File: src/rtl/imm_decode_sequencer.sv
// Decode-stage sequencer: forms RV32 immediates and branch/jump targets at enqueue,
// then issues the decoded records in order through a DEPTH-entry queue with flush.
module imm_decode_sequencer #(
  parameter int DEPTH = 2,
  parameter int CNT_W = 16
) (
  input  logic             CLK,
  input  logic             RST_N,
  input  logic             flush,
  input  logic             in_valid,
  output logic             in_ready,
  input  logic [31:0]      in_instr,
  input  logic [31:0]      in_pc,
  output logic             out_valid,
  input  logic             out_ready,
  output logic [31:0]      out_instr,
  output logic [31:0]      out_pc,
  output logic [31:0]      out_imm,
  output logic [2:0]       out_imm_type,
  output logic [31:0]      out_target,
  output logic             out_illegal,
  output logic [CNT_W-1:0] issued_cnt
);

  localparam int PTR_W = (DEPTH > 1) ? $clog2(DEPTH) : 1;
  localparam int OCC_W = $clog2(DEPTH + 1);
  localparam logic [OCC_W-1:0] FULL_OCC = OCC_W'(DEPTH);

  localparam logic [2:0] TYPE_R = 3'd0;
  localparam logic [2:0] TYPE_I = 3'd1;
  localparam logic [2:0] TYPE_S = 3'd2;
  localparam logic [2:0] TYPE_B = 3'd3;
  localparam logic [2:0] TYPE_U = 3'd4;
  localparam logic [2:0] TYPE_J = 3'd5;

  typedef struct packed {
    logic [31:0] instr;
    logic [31:0] pc;
    logic [31:0] imm;
    logic [2:0]  imm_type;
    logic [31:0] target;
    logic        illegal;
  } rec_t;

  logic [31:0]      dec_imm;
  logic [2:0]       dec_type;
  logic             dec_illegal;
  logic [31:0]      dec_target;
  rec_t             rec_in;
  rec_t             head;
  rec_t             mem [DEPTH];
  logic [PTR_W-1:0] wr_ptr_reg;
  logic [PTR_W-1:0] rd_ptr_reg;
  logic [OCC_W-1:0] occ_reg;
  logic [CNT_W-1:0] issued_reg;
  logic             push;
  logic             pop;

  always_comb begin
    dec_imm     = '0;
    dec_type    = TYPE_R;
    dec_illegal = 1'b0;
    case (in_instr[6:0])
      7'b0010011, 7'b0000011, 7'b1100111: begin
        dec_type = TYPE_I;
        dec_imm  = {{20{in_instr[31]}}, in_instr[31:20]};
      end
      7'b0100011: begin
        dec_type = TYPE_S;
        dec_imm  = {{20{in_instr[31]}}, in_instr[31:25], in_instr[11:7]};
      end
      7'b1100011: begin
        dec_type = TYPE_B;
        dec_imm  = {{19{in_instr[31]}}, in_instr[31], in_instr[7], in_instr[30:25],
                    in_instr[11:8], 1'b0};
      end
      7'b0110111, 7'b0010111: begin
        dec_type = TYPE_U;
        dec_imm  = {in_instr[31:12], 12'b0};
      end
      7'b1101111: begin
        dec_type = TYPE_J;
        dec_imm  = {{11{in_instr[31]}}, in_instr[31], in_instr[19:12], in_instr[20],
                    in_instr[30:21], 1'b0};
      end
      7'b0110011: begin
        dec_type = TYPE_R;
      end
      default: begin
        dec_illegal = 1'b1;
      end
    endcase
  end

  // Only PC-relative control transfers carry a target; jalr is register-relative.
  assign dec_target = ((dec_type == TYPE_B) || (dec_type == TYPE_J)) ? (in_pc + dec_imm) : '0;

  always_comb begin
    rec_in          = '0;
    rec_in.instr    = in_instr;
    rec_in.pc       = in_pc;
    rec_in.imm      = dec_imm;
    rec_in.imm_type = dec_type;
    rec_in.target   = dec_target;
    rec_in.illegal  = dec_illegal;
  end

  assign in_ready  = (occ_reg != FULL_OCC);
  assign out_valid = (occ_reg != '0);
  assign push      = in_valid & in_ready & ~flush;
  assign pop       = out_valid & out_ready & ~flush;

  function automatic logic [PTR_W-1:0] ptr_inc(input logic [PTR_W-1:0] p);
    return (p == PTR_W'(DEPTH - 1)) ? '0 : p + 1'b1;
  endfunction

  always_ff @(posedge CLK) begin
    if (push) begin
      mem[wr_ptr_reg] <= rec_in;
    end
  end

  always_ff @(posedge CLK or negedge RST_N) begin
    if (!RST_N) begin
      wr_ptr_reg <= '0;
      rd_ptr_reg <= '0;
      occ_reg    <= '0;
      issued_reg <= '0;
    end else if (flush) begin
      wr_ptr_reg <= '0;
      rd_ptr_reg <= '0;
      occ_reg    <= '0;
    end else begin
      if (push) begin
        wr_ptr_reg <= ptr_inc(wr_ptr_reg);
      end
      if (pop) begin
        rd_ptr_reg <= ptr_inc(rd_ptr_reg);
        issued_reg <= issued_reg + 1'b1;
      end
      case ({push, pop})
        2'b10:   occ_reg <= occ_reg + 1'b1;
        2'b01:   occ_reg <= occ_reg - 1'b1;
        default: occ_reg <= occ_reg;
      endcase
    end
  end

  // Fields read as zero whenever the queue is empty, so reset clears them at once.
  assign head         = mem[rd_ptr_reg];
  assign out_instr    = out_valid ? head.instr    : '0;
  assign out_pc       = out_valid ? head.pc       : '0;
  assign out_imm      = out_valid ? head.imm      : '0;
  assign out_imm_type = out_valid ? head.imm_type : '0;
  assign out_target   = out_valid ? head.target   : '0;
  assign out_illegal  = out_valid ? head.illegal  : 1'b0;
  assign issued_cnt   = issued_reg;

endmodule
File: config.mk
export PLATFORM = sky130hd
export DESIGN_NAME = imm_decode_sequencer
export DESIGN_NICKNAME = d
export VERILOG_FILES = /design/src/rtl/imm_decode_sequencer.sv
export SDC_FILE = /design/constraint.sdc
export NUM_CORES = 1
export LEC_CHECK = 0
export BUFFER_PORTS_ARGS = -buffer_cell sky130_fd_sc_hd__buf_2
export CAP_MARGIN = 40
export CORE_MARGIN = 3
export CORE_UTILIZATION = 35
export DETAILED_ROUTE_END_ITERATION = 10
export GPL_TIMING_DRIVEN = 0
export HOLD_SLACK_MARGIN = 0.1
export PLACE_DENSITY = 0.65
export SLEW_MARGIN = 10
export SYNTH_ARGS = -nofsm -noshare
export SYNTH_HDL_FRONTEND = slang
export SYNTH_SLANG_ARGS = --single-unit
File: constraint.sdc
create_clock -name CLK -period 15.14 [get_ports CLK]
set_clock_uncertainty 0.05 [all_clocks]
set_input_delay 2.271 -clock CLK [delete_from_list [all_inputs] [get_ports CLK]]
set_output_delay 2.271 -clock CLK [all_outputs]
set_load 0.05 [all_outputs]
; Yosys cells after proc, flatten, opt, wreduce, memory -nomap -nowiden
; Memory sizes are Yosys's and may differ from the RTL's.
; Index checks and enable logic that the tools add are counted.
[word_totals]
regBits = 20
mem_bits_rw = 264
inputBits = 69
memories = 1
[mem_list]
columns = memory, depth, width, read_ports, rd_clocked_by_memory_dff, write_ports, line_no
row1 = mem, 2, 132, 1, 0, 1, 51  ; rec_t mem [DEPTH];
[op_classes]
addsub = 6
n_eq_ne = 14
mux = 20
n_bitwise = 5
reduce_logical = 9
[ops]
columns = cell, count
row1 = 32-bit 2-to-1 mux, 5
row2 = 32-bit one-hot mux with 5 select lines, 1
row3 = 32-bit adder, 1
row4 = 7-bit by 6-bit equality test with 1-bit output (second input constant), 3
row5 = 7-bit equality test (second input constant), 3
row6 = 16-bit by 1-bit adder with 16-bit output (second input constant), 1
row7 = 3-bit one-hot mux with 5 select lines, 1
row8 = 7-bit by 5-bit equality test with 1-bit output (second input constant), 2
row9 = 1-bit 2-to-1 mux, 10
row10 = 9-bit OR reduction, 1
row11 = 7-bit by 2-bit equality test with 1-bit output (second input constant), 1
row12 = 2-bit nonzero test, 3
row13 = 1-bit AND, 4
row14 = 2-bit one-hot mux with 2 select lines, 1
row15 = 3-bit by 2-bit equality test with 1-bit output (second input constant), 1
row16 = 3-bit equality test (second input constant), 1
row17 = 3-bit 2-to-1 mux, 1
row18 = 3-bit nonzero test, 1
row19 = 3-bit OR reduction, 1
row20 = 1-bit adder (second input constant), 2
row21 = 2-bit by 1-bit adder with 2-bit output (second input constant), 1
row22 = 2-bit by 1-bit equality test with 1-bit output (second input constant), 1
row23 = 2-bit equality test (second input constant), 1
row24 = 2-bit 2-to-1 mux, 1
row25 = 6 further kinds, 6

; Longest topological paths before layout
[depth]
ltp_word = 6
mapped_depth = 16
mapped_depth_nobuf = 16

; Worst setup path before layout
; Ideal clock, no wire load.
[synth_timing]
path_kind = input-to-reg
start = input in_valid
end = memory mem[1][0] (netlist name) (enable)
setup_time_ns = 0.812
t_arrival_ns = 11.995
path_slack_ns = 2.282
cell_stages = 2
n_path_buf = 0
cell_sequence = nand2_1 > nor3b_1
[synth_via]
elab_chain_len = 4
[synth_lines]
columns = item, line_no
row1 = from (decl), 10  ; input logic in_valid,
row2 = 1-bit AND (2 in a row), 110  ; assign push = in_valid & in_ready & ~flush;
row3 = 1-bit 2-to-1 mux, 118  ; if (push) begin
row4 = 1-bit 2-to-1 mux (not written as such), 119  ; mem[wr_ptr_reg] <= rec_in;
row5 = to (decl), 51
; Every way passes these cells.

; Final worst setup path
[layout_timing]
start = input in_instr[6]
end = memory mem[0][32] (netlist name) (data pin)
[layout_via]
word_cells_on_any_way = 17
cone_classes = 1 x add/sub / 10 x eq/ne / 3 x mux / 3 x reduce/logical
[layout_lines]
columns = item, line_no
row1 = from (decl), 12  ; input logic [31:0] in_instr,
row2 = 7-bit by 5-bit equality test with 1-bit output (tied with other cells), 63  ; case (in_instr[6:0])
row3 = 3-bit OR reduction / 2-bit OR reduction (equally long branches), n/a
row4 = 32-bit one-hot mux with 5 select lines *, 63
row5 = named net dec_imm[4], 45  ; logic [31:0] dec_imm;
row6 = 32-bit adder *, 96  ; assign dec_target = ((dec_type == TYPE_B) || (dec_type == TYPE_J)) ? (in_pc + dec_imm) : '0;
row7 = 32-bit 2-to-1 mux *, 96
row8 = named net dec_target[31], 48  ; logic [31:0] dec_target;
; Mark *: on every way through the listed nets, which the timed path passes. The rest lies on a longest branch.

==> flow_summary.json <==
{
  "status": "complete, no violations",
  "core_area_sq_mm": 0.0368,
  "seq_area_frac_synth": 0.641,
  "slowest_stage": "o21ai_0",
  "power.leakage_uw": 0.00639,
  "clockPowerShare": 0.377,
  "synth_ff_type": "edfxtp_1",
  "cts_resized": 0,
  "grt_usage": 0.180,
  "slew_headroom": 0.401,
  "drive_gt1_frac": 0.244,
  "cts_buffers": 34,
  "ys_seq_elements": 284,
  "tightest_slew_ns": 0.899,
  "dp_hpwl_um": 28000,
  "multi_input_area_sq_mm": 0.00450,
  "cp-end-kind": "flip-flop",
  "total_power_uw": 2050,
  "crit_family": "compound AO/OA/AOI/OAI gates",
  "regArea_sq_mm": 0.00843,
  "timing.setup.tns_ns": 0,
  "port_buffers": 218,
  "peakVddDrop_mv": 0.0922,
  "ctsHtreeMaxLevel": 2,
  "drt_iter0_drc": 556,
  "vias_per_cell": 5.07,
  "cts_max_path_buffers": 3,
  "cp-start-kind": "input pin",
  "largest_reg_flops": 264,
  "die_w_um": 200,
  "syn-num-nets": 1106,
  "syn_inst": 1004,
  "comb_power_share": 0.178,
  "cp.required_ns": 15.34,
  "mappedNetlistArea_sq_mm": 0.0131,
  "antenna_found_initial": 5,
  "crit_fanout": 9,
  "ys_async_sr_fraction": 0.0704,
  "path_class": "in -> reg",
  "clk_pin_slew_ns": 0.06,
  "vias": 9067,
  "cts_tree": "built",
  "hold_class": "reg -> reg",
  "cts_root_buf": "clkbuf_16",
  "rsz0062_at_grt": "false",
  "yosysTopAreaCell": "edfxtp_1",
  "hold_buffers": 0,
  "cp_cell_sequence": "buf_2 > clkbuf_1 > nand3_1 > nor2_1 > nand3_1 > nand2b_1 > a22o_1 > ha_1 > a21oi_1 > o21ai_1 > o211a_1 > o21ai_0 > o31a_1 > xnor2_1 > nor2_1",
  "slowest_delay_ns": 0.62,
  "post-route-min-period_ns": 6.22,
  "power_density_mw_per_mm2": 126,
  "ys_top_cells_by_count": "264 x edfxtp_1, 183 x nor2_1, 135 x mux2i_1",
  "grt_max_degree": 21,
  "place_inst": 1725,
  "syn_to_final_growth_pct": 23.7,
  "drv_cap": 0,
  "wl_per_cell_um": 20.4,
  "arrival_ns": 6.42,
  "yosysMostFrequentCell": "edfxtp_1",
  "fmax_ghz": 0.161,
  "rows": 70,
  "setup_viol": 0,
  "nets": 1395,
  "p_int_uw": 1450,
  "synth_cell_type_count": 57,
  "critPathBufInv": 2,
  "fin_cells": 1788,
  "ant_nets": 0,
  "period_share": 0.411,
  "switching_share": 0.292,
  "first_global_vias": 8999,
  "dieArea_sq_mm": 0.0399,
  "yosysTopAreaCellShare": 0.603,
  "seq_power_share": 0.444,
  "clock_latency_ns": 0.52,
  "grt-ovfl-total": 0,
  "io_pins": 219,
  "synth.area.top_cells": "edfxtp_1 60%, mux2i_1 10%, nor2_1 5.2%, dfrtp_1 3.8%, ha_1 3.0%",
  "yosysWarnings": 0,
  "avgSynthCellArea_sq_um": 13.1,
  "grt_pass1_wl_um": 53900,
  "fp.dieH_um": 200,
  "clock-sinks": 284,
  "p_sw_uw": 600,
  "nFillCells": 3447,
  "hold_viol": 0,
  "slew_viol_final": 0,
  "synth_edf_count": 264,
  "wl_um": 36400,
  "post_cts_buffers": 0,
  "floorplan.initialDensity": 0.357,
  "drtPass1Iterations": 5,
  "drc_errors": 0,
  "gp_congestion": 0.858
}
logic make-up (layout without fill, tap and decap cells):
family / Yosys count / count (layout) / synth area share
other cells: 0 / 1 / 0
mux: 138 / 138 / 0.105
buf+inv: 57 / 372 / 0.0170
flops: 284 / 284 / 0.641
compound gates: 142 / 142 / 0.0716
simple gates: 309 / 309 / 0.106
xor+xnor: 41 / 41 / 0.0273
fa+ha+maj: 33 / 33 / 0.0320
layout make-up:
| type | instances | area share |
|---|---|---|
| antenna | 1 | 0.000154 |
| buffer | 46 | 0.0112 |
| clock buffer | 38 | 0.0546 |
| clock inverter | 24 | 0.0111 |
| inverter | 11 | 0.00254 |
| multi-input combinational | 663 | 0.277 |
| sequential | 284 | 0.518 |
| tap | 468 | 0.0360 |
| timing repair buffer | 253 | 0.0890 |
metrics by stage:
stage,setup WS (ns),instance area [sq um],hold WS (ns),util
after floorplan,2.28,13100,0.469,-
final,8.92,16300,0.433,0.442
after global routing,8.64,16300,0.450,0.442
after CTS,9.02,16300,0.441,0.442
after detailed placement,8.51,15200,0.430,0.413
after global placement,-3.88,14800,0.407,0.403
power groups by stage:
stage	combinational (uW)	sequential, uW	clock [uW]
6_report	366	911	773
5_1_grt	391	914	830
3_5_place_dp	369	927	0
2_1_floorplan	234	954	0
3_3_place_gp	355	942	0
4_1_cts	370	911	794
placed cells by master (no fill, tap or decap), types with 18 or more instances in the layout:
master     synthesis  layout
nand2_1           42      42
xnor2_1           25      25
a21oi_1           43      43
mux2i_1          135     135
edfxtp_1         264     264
buf_2              5     223
nor2_1           183     183
nand3_1           18      18
ha_1              32      32
dfrtp_1           20      20
clkbuf_16          0      35
clkbuf_1          30      33
a21o_1            26      26
o21ai_0           29      29
per-layer routing:
metal	global-route usage	share of wire
met1	0.241	0.44
met2	0.301	0.48
met3	0.0376	0.062
met4	0.0439	0.020
met5	0	0.0010
worst reg2reg max path, stage by stage (launching register included):
cell and delay, ns:
dfrtp_1 0.43, nand2b_1 0.18, nand2_1 0.13, nor3_2 0.38
buf_4 0.29, buf_6 0.17, buf_6 0.15, buf_6 0.15
buf_4 0.21, buf_4 0.22
path summary, 6_finish.rpt:
check	start	to	slack, ns	cells after the start
min in group asynchronous	RST_N	issued_cnt[7]$_DFFE_PN0P_	1.64	1
max reg2reg	occ_reg[0]$_DFFE_PN0P_	mem[0][79]$_DFFE_PP_	12.47	9
min reg2reg	issued_cnt[6]$_DFFE_PN0P_	issued_cnt[6]$_DFFE_PN0P_	0.43	1
max	in_instr[6]	mem[0][32]$_DFFE_PP_	8.92	15
max in group asynchronous	RST_N	wr_ptr_reg$_DFFE_PN0P_	13.08	1
min	issued_cnt[6]$_DFFE_PN0P_	issued_cnt[6]$_DFFE_PN0P_	0.43	1
Power figures use the tool's default switching activity.
